$ cat src/rtl/spi_arbiter.sv
// ---------------------------------------------------------------------------
// spi_arbiter
//   Shares one SPI master core among NUM_REQ requesters. Round-robin grant,
//   one chip select per requester, per-transfer configuration latched at
//   grant time, and sequencing of the core start/busy/new_data handshake.
//   Received data is returned with a one-cycle done pulse to the winner.
//
// Optional feature: define SPI_ARB_TIMEOUT_EN to enable a watchdog over the
//   START/XFER phases. On expiry the core is reset for one cycle, err is set
//   and the transfer is closed normally through HOLD and DONE.
//
// Ports
//   clk, rst_n          system clock, asynchronous active-low reset
//   req_i               level request per requester, held until its done
//   req_cfg_i           per requester {div[5:0], bits[4:0], cpha, cpol}
//   req_wdata_i         per requester transmit word
//   gnt_o               one-hot grant, SETUP through HOLD
//   done_o              one-cycle completion pulse to the winner
//   rdata_o, err_o      received word / watchdog abort flag, valid with done
//   spi_cs_n_o          chip selects, active low
//   spi_start_o         start strobe to the core
//   spi_rst_o           core reset, active high
//   spi_cpol_o, spi_cpha_o, spi_bits_o, spi_div_o, spi_wdata_o
//                       latched configuration and transmit word to the core
//   spi_rdata_i, spi_busy_i, spi_new_data_i
//                       core receive word and status
// ---------------------------------------------------------------------------
// state  | meaning
// IDLE   | no transfer; wait for any request
// ARB    | pick round-robin winner, latch cfg/wdata, assert gnt and cs_n
// SETUP  | cs_n low for CS_SETUP cycles before start
// START  | spi_start high until the core reports busy
// XFER   | wait for end of transfer (busy low with new_data), capture rdata
// HOLD   | cs_n held low for CS_HOLD cycles, then released with gnt
// DONE   | one-cycle done pulse to the winner
// ---------------------------------------------------------------------------
module spi_arbiter #(
    parameter int NUM_REQ        = 4,
    parameter int MAX_DATA_WIDTH = 32,
    parameter int CS_SETUP       = 2,
    parameter int CS_HOLD        = 2,
    parameter int TIMEOUT        = 1023
) (
    input  logic                              clk,
    input  logic                              rst_n,
    input  logic [NUM_REQ-1:0]                req_i,
    input  logic [NUM_REQ*13-1:0]             req_cfg_i,
    input  logic [NUM_REQ*MAX_DATA_WIDTH-1:0] req_wdata_i,
    output logic [NUM_REQ-1:0]                gnt_o,
    output logic [NUM_REQ-1:0]                done_o,
    output logic [MAX_DATA_WIDTH-1:0]         rdata_o,
    output logic                              err_o,
    output logic [NUM_REQ-1:0]                spi_cs_n_o,
    output logic                              spi_start_o,
    output logic                              spi_rst_o,
    output logic                              spi_cpol_o,
    output logic                              spi_cpha_o,
    output logic [4:0]                        spi_bits_o,
    output logic [5:0]                        spi_div_o,
    output logic [MAX_DATA_WIDTH-1:0]         spi_wdata_o,
    input  logic [MAX_DATA_WIDTH-1:0]         spi_rdata_i,
    input  logic                              spi_busy_i,
    input  logic                              spi_new_data_i
);

    localparam int IW      = $clog2(NUM_REQ);
    localparam int CNT_MAX = (CS_SETUP > CS_HOLD) ? CS_SETUP : CS_HOLD;
    localparam int CW      = (CNT_MAX > 1) ? $clog2(CNT_MAX) : 1;

    typedef enum logic [2:0] {
        ST_IDLE  = 3'd0,
        ST_ARB   = 3'd1,
        ST_SETUP = 3'd2,
        ST_START = 3'd3,
        ST_XFER  = 3'd4,
        ST_HOLD  = 3'd5,
        ST_DONE  = 3'd6
    } state_t;

    state_t                    state_q, state_d;
    logic [CW-1:0]             cnt_q, cnt_d;
    logic [IW-1:0]             rr_q, rr_d;
    logic [IW-1:0]             win_q, win_d;
    logic [NUM_REQ-1:0]        gnt_q, gnt_d;
    logic [NUM_REQ-1:0]        cs_n_q, cs_n_d;
    logic [12:0]               cfg_q, cfg_d;
    logic [MAX_DATA_WIDTH-1:0] wdata_q, wdata_d;
    logic [MAX_DATA_WIDTH-1:0] rdata_q, rdata_d;
    logic                      err_q, err_d;
    logic                      spi_rst_q;

    logic                      arb_found;
    logic [IW-1:0]             arb_idx;
    logic [IW-1:0]             scan_idx;
    logic [NUM_REQ-1:0]        arb_oh;
    logic                      wd_hit;
    logic                      abort;

    logic [12:0]               cfg_arr   [NUM_REQ];
    logic [MAX_DATA_WIDTH-1:0] wdata_arr [NUM_REQ];

    for (genvar g = 0; g < NUM_REQ; g++) begin : g_unpack
        assign cfg_arr[g]   = req_cfg_i[13*g +: 13];
        assign wdata_arr[g] = req_wdata_i[MAX_DATA_WIDTH*g +: MAX_DATA_WIDTH];
    end

    // Scan requesters starting at the round-robin pointer; first hit wins.
    always_comb begin
        arb_found = 1'b0;
        arb_idx   = '0;
        scan_idx  = '0;
        for (int i = 0; i < NUM_REQ; i++) begin
            scan_idx = IW'((int'(rr_q) + i) % NUM_REQ);
            if (!arb_found && req_i[scan_idx]) begin
                arb_found = 1'b1;
                arb_idx   = scan_idx;
            end
        end
    end

    assign arb_oh = NUM_REQ'(1) << arb_idx;

`ifdef SPI_ARB_TIMEOUT_EN
    localparam int WD_W = ($clog2(TIMEOUT + 1) > 10) ? $clog2(TIMEOUT + 1) : 10;

    logic [WD_W-1:0] wd_q, wd_d;

    // Down-counter loaded on entry to START; terminal count while in
    // START/XFER means the core never completed.
    assign wd_hit = ((state_q == ST_START) || (state_q == ST_XFER)) && (wd_q == '0);

    always_comb begin
        wd_d = wd_q;
        if ((state_q == ST_SETUP) && (cnt_q == '0)) begin
            wd_d = WD_W'(TIMEOUT - 1);
        end else if (((state_q == ST_START) || (state_q == ST_XFER)) && (wd_q != '0)) begin
            wd_d = wd_q - 1'b1;
        end
    end

    always_ff @(posedge clk or negedge rst_n) begin
        if (!rst_n) begin
            wd_q <= '0;
        end else begin
            wd_q <= wd_d;
        end
    end
`else
    logic [31:0] unused_timeout;
    assign unused_timeout = TIMEOUT;
    assign wd_hit         = 1'b0;
`endif

    always_comb begin
        state_d = state_q;
        cnt_d   = cnt_q;
        rr_d    = rr_q;
        win_d   = win_q;
        gnt_d   = gnt_q;
        cs_n_d  = cs_n_q;
        cfg_d   = cfg_q;
        wdata_d = wdata_q;
        rdata_d = rdata_q;
        err_d   = err_q;
        abort   = 1'b0;

        case (state_q)
            ST_IDLE: begin
                if (|req_i) begin
                    state_d = ST_ARB;
                end
            end
            ST_ARB: begin
                if (arb_found) begin
                    win_d   = arb_idx;
                    rr_d    = (arb_idx == IW'(NUM_REQ - 1)) ? '0 : arb_idx + 1'b1;
                    gnt_d   = arb_oh;
                    cs_n_d  = ~arb_oh;
                    cfg_d   = cfg_arr[arb_idx];
                    wdata_d = wdata_arr[arb_idx];
                    err_d   = 1'b0;
                    cnt_d   = CW'(CS_SETUP - 1);
                    state_d = ST_SETUP;
                end else begin
                    // request withdrawn between IDLE and ARB
                    state_d = ST_IDLE;
                end
            end
            ST_SETUP: begin
                if (cnt_q == '0) begin
                    state_d = ST_START;
                end else begin
                    cnt_d = cnt_q - 1'b1;
                end
            end
            ST_START: begin
                if (wd_hit) begin
                    abort = 1'b1;
                end else if (spi_busy_i) begin
                    state_d = ST_XFER;
                end
            end
            ST_XFER: begin
                // A completion in the same cycle as watchdog expiry wins.
                if (!spi_busy_i && spi_new_data_i) begin
                    rdata_d = spi_rdata_i;
                    cnt_d   = CW'(CS_HOLD - 1);
                    state_d = ST_HOLD;
                end else if (wd_hit) begin
                    abort = 1'b1;
                end
            end
            ST_HOLD: begin
                if (cnt_q == '0) begin
                    gnt_d   = '0;
                    cs_n_d  = '1;
                    state_d = ST_DONE;
                end else begin
                    cnt_d = cnt_q - 1'b1;
                end
            end
            ST_DONE: begin
                state_d = ST_IDLE;
            end
            default: begin
                state_d = ST_IDLE;
            end
        endcase

        if (abort) begin
            err_d   = 1'b1;
            cnt_d   = CW'(CS_HOLD - 1);
            state_d = ST_HOLD;
        end
    end

    always_ff @(posedge clk or negedge rst_n) begin
        if (!rst_n) begin
            state_q   <= ST_IDLE;
            cnt_q     <= '0;
            rr_q      <= '0;
            win_q     <= '0;
            gnt_q     <= '0;
            cs_n_q    <= '1;
            cfg_q     <= '0;
            wdata_q   <= '0;
            rdata_q   <= '0;
            err_q     <= 1'b0;
            spi_rst_q <= 1'b1;
        end else begin
            state_q   <= state_d;
            cnt_q     <= cnt_d;
            rr_q      <= rr_d;
            win_q     <= win_d;
            gnt_q     <= gnt_d;
            cs_n_q    <= cs_n_d;
            cfg_q     <= cfg_d;
            wdata_q   <= wdata_d;
            rdata_q   <= rdata_d;
            err_q     <= err_d;
            spi_rst_q <= 1'b0;
        end
    end

    assign gnt_o       = gnt_q;
    assign done_o      = (state_q == ST_DONE) ? (NUM_REQ'(1) << win_q) : '0;
    assign rdata_o     = rdata_q;
    assign err_o       = err_q;
    assign spi_cs_n_o  = cs_n_q;
    assign spi_start_o = (state_q == ST_START);
    assign spi_rst_o   = spi_rst_q | abort;
    assign spi_cpol_o  = cfg_q[0];
    assign spi_cpha_o  = cfg_q[1];
    assign spi_bits_o  = cfg_q[6:2];
    assign spi_div_o   = cfg_q[12:7];
    assign spi_wdata_o = wdata_q;

endmodule

$ cat config.mk
export PLATFORM = sky130hd
export DESIGN_NAME = spi_arbiter
export DESIGN_NICKNAME = d
export VERILOG_FILES = /design/src/rtl/spi_arbiter.sv
export SDC_FILE = /design/constraint.sdc
export NUM_CORES = 1
export LEC_CHECK = 0
export ABC_AREA = 1
export BUFFER_PORTS_ARGS = -buffer_cell sky130_fd_sc_hd__buf_2
export CORE_MARGIN = 8
export CORE_UTILIZATION = 25
export DETAILED_ROUTE_END_ITERATION = 8
export MAX_ROUTING_LAYER = met4
export SLEW_MARGIN = 20
export SYNTH_ARGS = -nofsm -noshare
export SYNTH_HDL_FRONTEND = slang
export SYNTH_SLANG_ARGS = --single-unit
$ cat constraint.sdc
create_clock -name clk -period 2.35 [get_ports clk]
set_input_delay 0.47 -clock clk [delete_from_list [all_inputs] [get_ports clk]]
set_output_delay 0.47 -clock clk [all_outputs]
set_load 0.03 [all_outputs]
# --- Word-level counts from Yosys, hierarchy flattened ---
# Index checks and enable logic that the tools add are counted.
word_totals:
  reg_bits: 94
  latchBits: 0
  ram_bits: 0
  romBits: 0
  in_bits: 220
  wordCells: 96
  n_memories: 0
op_classes:
  add_sub_neg: 5
  n_mul: 0
  div_mod_pow: 0
  magnitude_cmp: 5
  eq_ne: 13
  n_shift: 2
  mux: 41
  bitwise_logic: 2
  reduce_logical: 18
op_table:
  columns: ["cell", "n"]
  rows:
  - ["binary-select mux 32 bit (select 2 bit)", 1]
  - ["two-way mux 32 bit", 2]
  - ["binary-select mux 13 bit (select 2 bit)", 1]
  - ["two-way mux 13 bit", 2]
  - ["two-way mux 4 bit", 5]
  - ["case mux 3 bit (6 select lines)", 1]
  - ["case mux 4 bit (2 select lines)", 2]
  - ["two-way mux 3 bit", 5]
  - ["< comparator 2 x 3 -> 1 bit (second input constant)", 4]
  - ["two-way mux 2 bit", 6]
  - ["two-way mux 1 bit", 11]
  - ["!= test 2 bit (second input constant)", 5]
  - ["equality test 3 bit (second input constant)", 3]
  - ["binary-select mux 1 bit (select 2 bit)", 4]
  - ["<< shifter 1 x 2 -> 4 bit (first input constant)", 2]
  - ["equality test 3 x 2 -> 1 bit (second input constant)", 2]
  - ["AND reduction 3 bit", 2]
  - ["AND reduction 5 bit", 1]
  - ["adder 2 x 1 -> 2 bit (second input constant)", 2]
  - ["adder 2 bit (second input constant)", 2]
  - ["logical AND 1 bit", 4]
  - ["logical NOT 1 bit", 4]
  - ["NOT 4 bit", 1]
  - ["AND reduction 2 bit", 2]
  - ["other kinds (12)", 12]

# --- Logic depth before layout (Yosys ltp) ---
logic_depth:
  ltp_word: 16
  ltp_mapped: 18

# --- Worst setup path before layout ---
# Ideal clock, no wire load.
synth_timing:
  path_kind: "register to register"
  startpoint: "reg rr_q[0]"
  endpoint: "reg cfg_q[0]"
  setup_ns: 0.117
  arrival_ns: 1.685
  t_required_ns: 2.233
  path_slack_ns: 0.548
  path_stages_with_launch: 18
  n_path_buf: 3
  path_cell_list: "dfrtp_1 > buf_6 > inv_4 > nand2_1 > nand3_1 > nand2_1 > inv_2 > nand2_1 > nor2_1 > nand3_1 > nand2_1 > inv_2 > buf_2 > buf_2 > nand2_1 > nand2_1 > nand2_1 > nand2_1"
synth_via:
  elab_chain_cells: 16
synth_lines:
  columns: ["item", "line", "source"]
  rows:
  - ["from (decl)", "82", "logic [IW-1:0] rr_q, rr_d;"]
  - ["from (signal assigned)", "253", "rr_q <= rr_d;"]
  - ["branches (longest 16 deep; another with adder 2 x 1 -> 2 bit)", null, null]
  - ["to (signal assigned)", "257", "cfg_q <= cfg_d;"]
  - ["to (decl)", "86", "logic [12:0] cfg_q, cfg_d;"]
# Parallel ways; which one is timed is not known. The select of a mux whose other input is x is not followed.
# A chain may end at the register's enable or synchronous reset.

# --- Final worst setup path ---
layout_timing:
  startpoint: "reg rr_q[0]"
  endpoint: "reg cfg_q[8]"
# Same word-level chain as after synthesis.

==> reports/metrics.csv <==
metric,value,unit
leakage,4.771,nW
synth-seq-cells,94,
tns,0,ns
die_h,168.7,microns
vdd_drop_max,0.001106,V
setup_viol,0,
routed_wl,23.06,mm
highest_layer,met4,
timing.final.ws_setup,0.1981,ns
slew_headroom,0.6398,
place.gp.congestion,0.8653,
avgViaCountPerCell,4.605,
synth_adder_area_share,0,
ant_nets,0,
netlist_instances,853,
synth_mux_area_frac,0.06180,
clock_sinks,94,
arrival,2.43,ns
root_buffer,clkbuf_16,
vias,6732,
dieArea,28460,sq um
fin_area,8090,sq um
core.rowCount,56,
grt_start_max_net_pins,75,
drc_errors,0,
criticalPathCategory,reg -> reg,
required,2.63,ns
fillers,2502,
synth-compound-area-share,0.01931,
ios,312,
dr.pass1.iters,5,
synth_cell_types,28,
clk_pin_slew,0.08,ns
ff2ff_path_depth,14,
synthesis.area,5831,sq um
pwr-share-clk,0.105,
hp-class,in -> async,
numCtsBuffers,9,
yosys-top-cells-area,"dfrtp_1, nand2_1, nand4_1",
insertion_delay,0.35,ns
instances_no_fill,1462,
hold_viol,0,
synth_top_area_share,0.3820,
core_area,23190,sq um
wl_met2,11.15,mm
path_buf_inv,2,
maxCapViolations,0,
max_stage_delay,0.48,ns
grt_use_total,0.1606,
place_area,7735,sq um
cp_top_family,simple AND/OR/NAND/NOR gates,
regToRegSetupSlack,0.20,ns
tightestPinTransition,0.5404,ns
ys_warn_count,0,
grt_overflow,0,
cts_tree,yes,
antenna_found_initial,4,
yosysTopAreaCell,dfrtp_1,
p_int,6.156,mW
cp-end-kind,flip-flop,
grt_pass1_vias,6826,
worst_clock_skew,0.01006,ns
initial_core_util,0.2514,
dp_hpwl,17.52,mm
cp_cell_sequence,inv_4 -> nand2_1 -> nand3_1 -> nand2_1 -> nand2_1 -> nand2_1 -> nand2_4 -> buf_12 -> nand4_1 -> nand2_1 -> nand2_1 -> nand2_1 -> nand2_1 -> nand2_1,
rsz0062_at_grt,false,
synthXorXnorAreaFrac,0,
route.met3.wl,1.302,mm
synthSimpleGateAreaFrac,0.4442,
wl_met1,10.09,mm
postSynthAreaPerCell,6.835,sq um
status,completed,
wire_per_inst,15.77,microns
io_buffer_count,310,
synth_top_family_by_area,simple AND/OR/NAND/NOR gates,
fmax,464.7,MHz
dp_slack,-0.1289,ns
yosysSeqAreaShare,0.4045,
cp-start-kind,flip-flop,
drive_above_1_share,0.3500,
areaGrowthSynthToFinish,38.76,%
die_x,168.7,microns
powerDensity,1694,nW/um^2
clockBufferDepth,2,
seq_power_share,0.207,
finalNetCount,1352,
slowest_stage,dfrtp_2,
fin_crit,2.152,ns
fin_util,0.3488,
slew_viol_final,0,
combPwrFrac,0.687,
cts_htree_levels,3,
reg2reg_from,rr_q[0],
r2r-end,cfg_q[8],
dp.cells,1437,
fin_crit_sh,0.9157,
path_common_cell,nand2_1,
grt_pass1_wl,35.96,mm
crit_path_max_fanout,74,
p_sw_frac,0.5509,
p_switching,7.552,mW
drt-initial-drc-count,418,
-- cell usage after synthesis (all sizes together) --
cell type / count
a21oi: 1
inv: 26
nand3b: 1
nand3: 18
mux2: 32
a31oi: 1
dfstp: 5
buf: 37
dfrtp: 89
o21ai: 15
clkbuf: 26
nand2: 490
o22ai: 1
a31o: 1
nor2: 11
nand4: 91
conb: 1
o211ai: 1
nor3: 6
-- cell families after synthesis --
| family | after synthesis |
|---|---|
| simple gates | 617 |
| mux | 32 |
| buf+inv | 89 |
| compound gates | 20 |
| other cells | 1 |
| flops | 94 |
-- registers in the layout, summed over array words and instances (netlist names) --
signal,cells
win_q,2
rdata_o,32
state_q,3
cfg_q,13
rr_q,2
cnt_q,1
gnt_o,4
spi_wdata_o,32
spi_rst_q,1
spi_cs_n_o,4
-- routing by layer --
layer,vias up,GRT usage
met4,0,0.05357
met2,260,0.2611
met3,32,0.02912
li1,3324,-
met1,3116,0.1989
met5,-,-
-- metrics by stage --
step	total power [mW]	hold slack (ns)
global placement	12.10	0.4448
global route	15.06	0.08047
finish	13.71	0.06188
floorplan	9.511	0.1744
CTS	13.70	0.05824
detailed placement	12.18	0.4516
-- cell type report --
class                           count  area [sq um]  area share
Antenna cell                        6         15.01    0.001856
Multi-Input combinational cell    671          3095      0.3826
Inverter                           26         102.6     0.01268
Clock inverter                      7         71.32    0.008815
Clock buffer                        9         225.2     0.02784
Sequential cell                    94          2360      0.2917
Tap cell                          319         399.1     0.04934
Timing Repair Buffer              330          1822      0.2252
-- cells in the final DEF, fill, tap and decap left out, types with 2 or more instances in the layout --
cell type and count:
conb_1 2, nand3_1 16, buf_2 309, inv_4 2
nor3_1 6, clkinv_8 2, buf_12 8, inv_1 19
dfstp_2 5, dfrtp_1 88, nand3_4 2, inv_2 5
o21ai_1 2, nand2_2 2, mux2_2 32, buf_4 12
clkinv_4 2, o21ai_0 12, diode_2 6, nand2_1 487
clkbuf_16 10, nor2_1 11, nand4_1 91
-- timing repair --
action                     in CTS  in global routing
cloned                          0                  1
setup buffers                   0                  2
setup endpoints to repair      45                 50
resized for setup               1                  1
hold buffers                    0                  0
hold endpoints to repair        0                  0
-- worst max-delay path by stage --
stage          cells past startpoint  slack (ns)        to    start
6_report                          14        0.20  cfg_q[8]  rr_q[0]
5_1_grt                           16       0.004  cfg_q[7]  rr_q[0]
4_1_cts                           16        0.07  cfg_q[8]  rr_q[0]
3_5_place_dp                      13       -0.13   rr_q[1]  rr_q[0]
3_3_place_gp                      13       -0.03   rr_q[1]  rr_q[0]
2_1_floorplan                     17        0.55  cfg_q[0]  rr_q[0]
-- power groups by stage --
stage	clock, mW	combinational (mW)	sequential [mW]
detailed placement	0	9.32	2.85
finish	1.44	9.42	2.84
global placement	0	9.25	2.85
global route	1.58	10.5	2.94
floorplan	0	5.35	4.16
CTS	1.52	9.35	2.84
(Power assumes the default switching activity.)
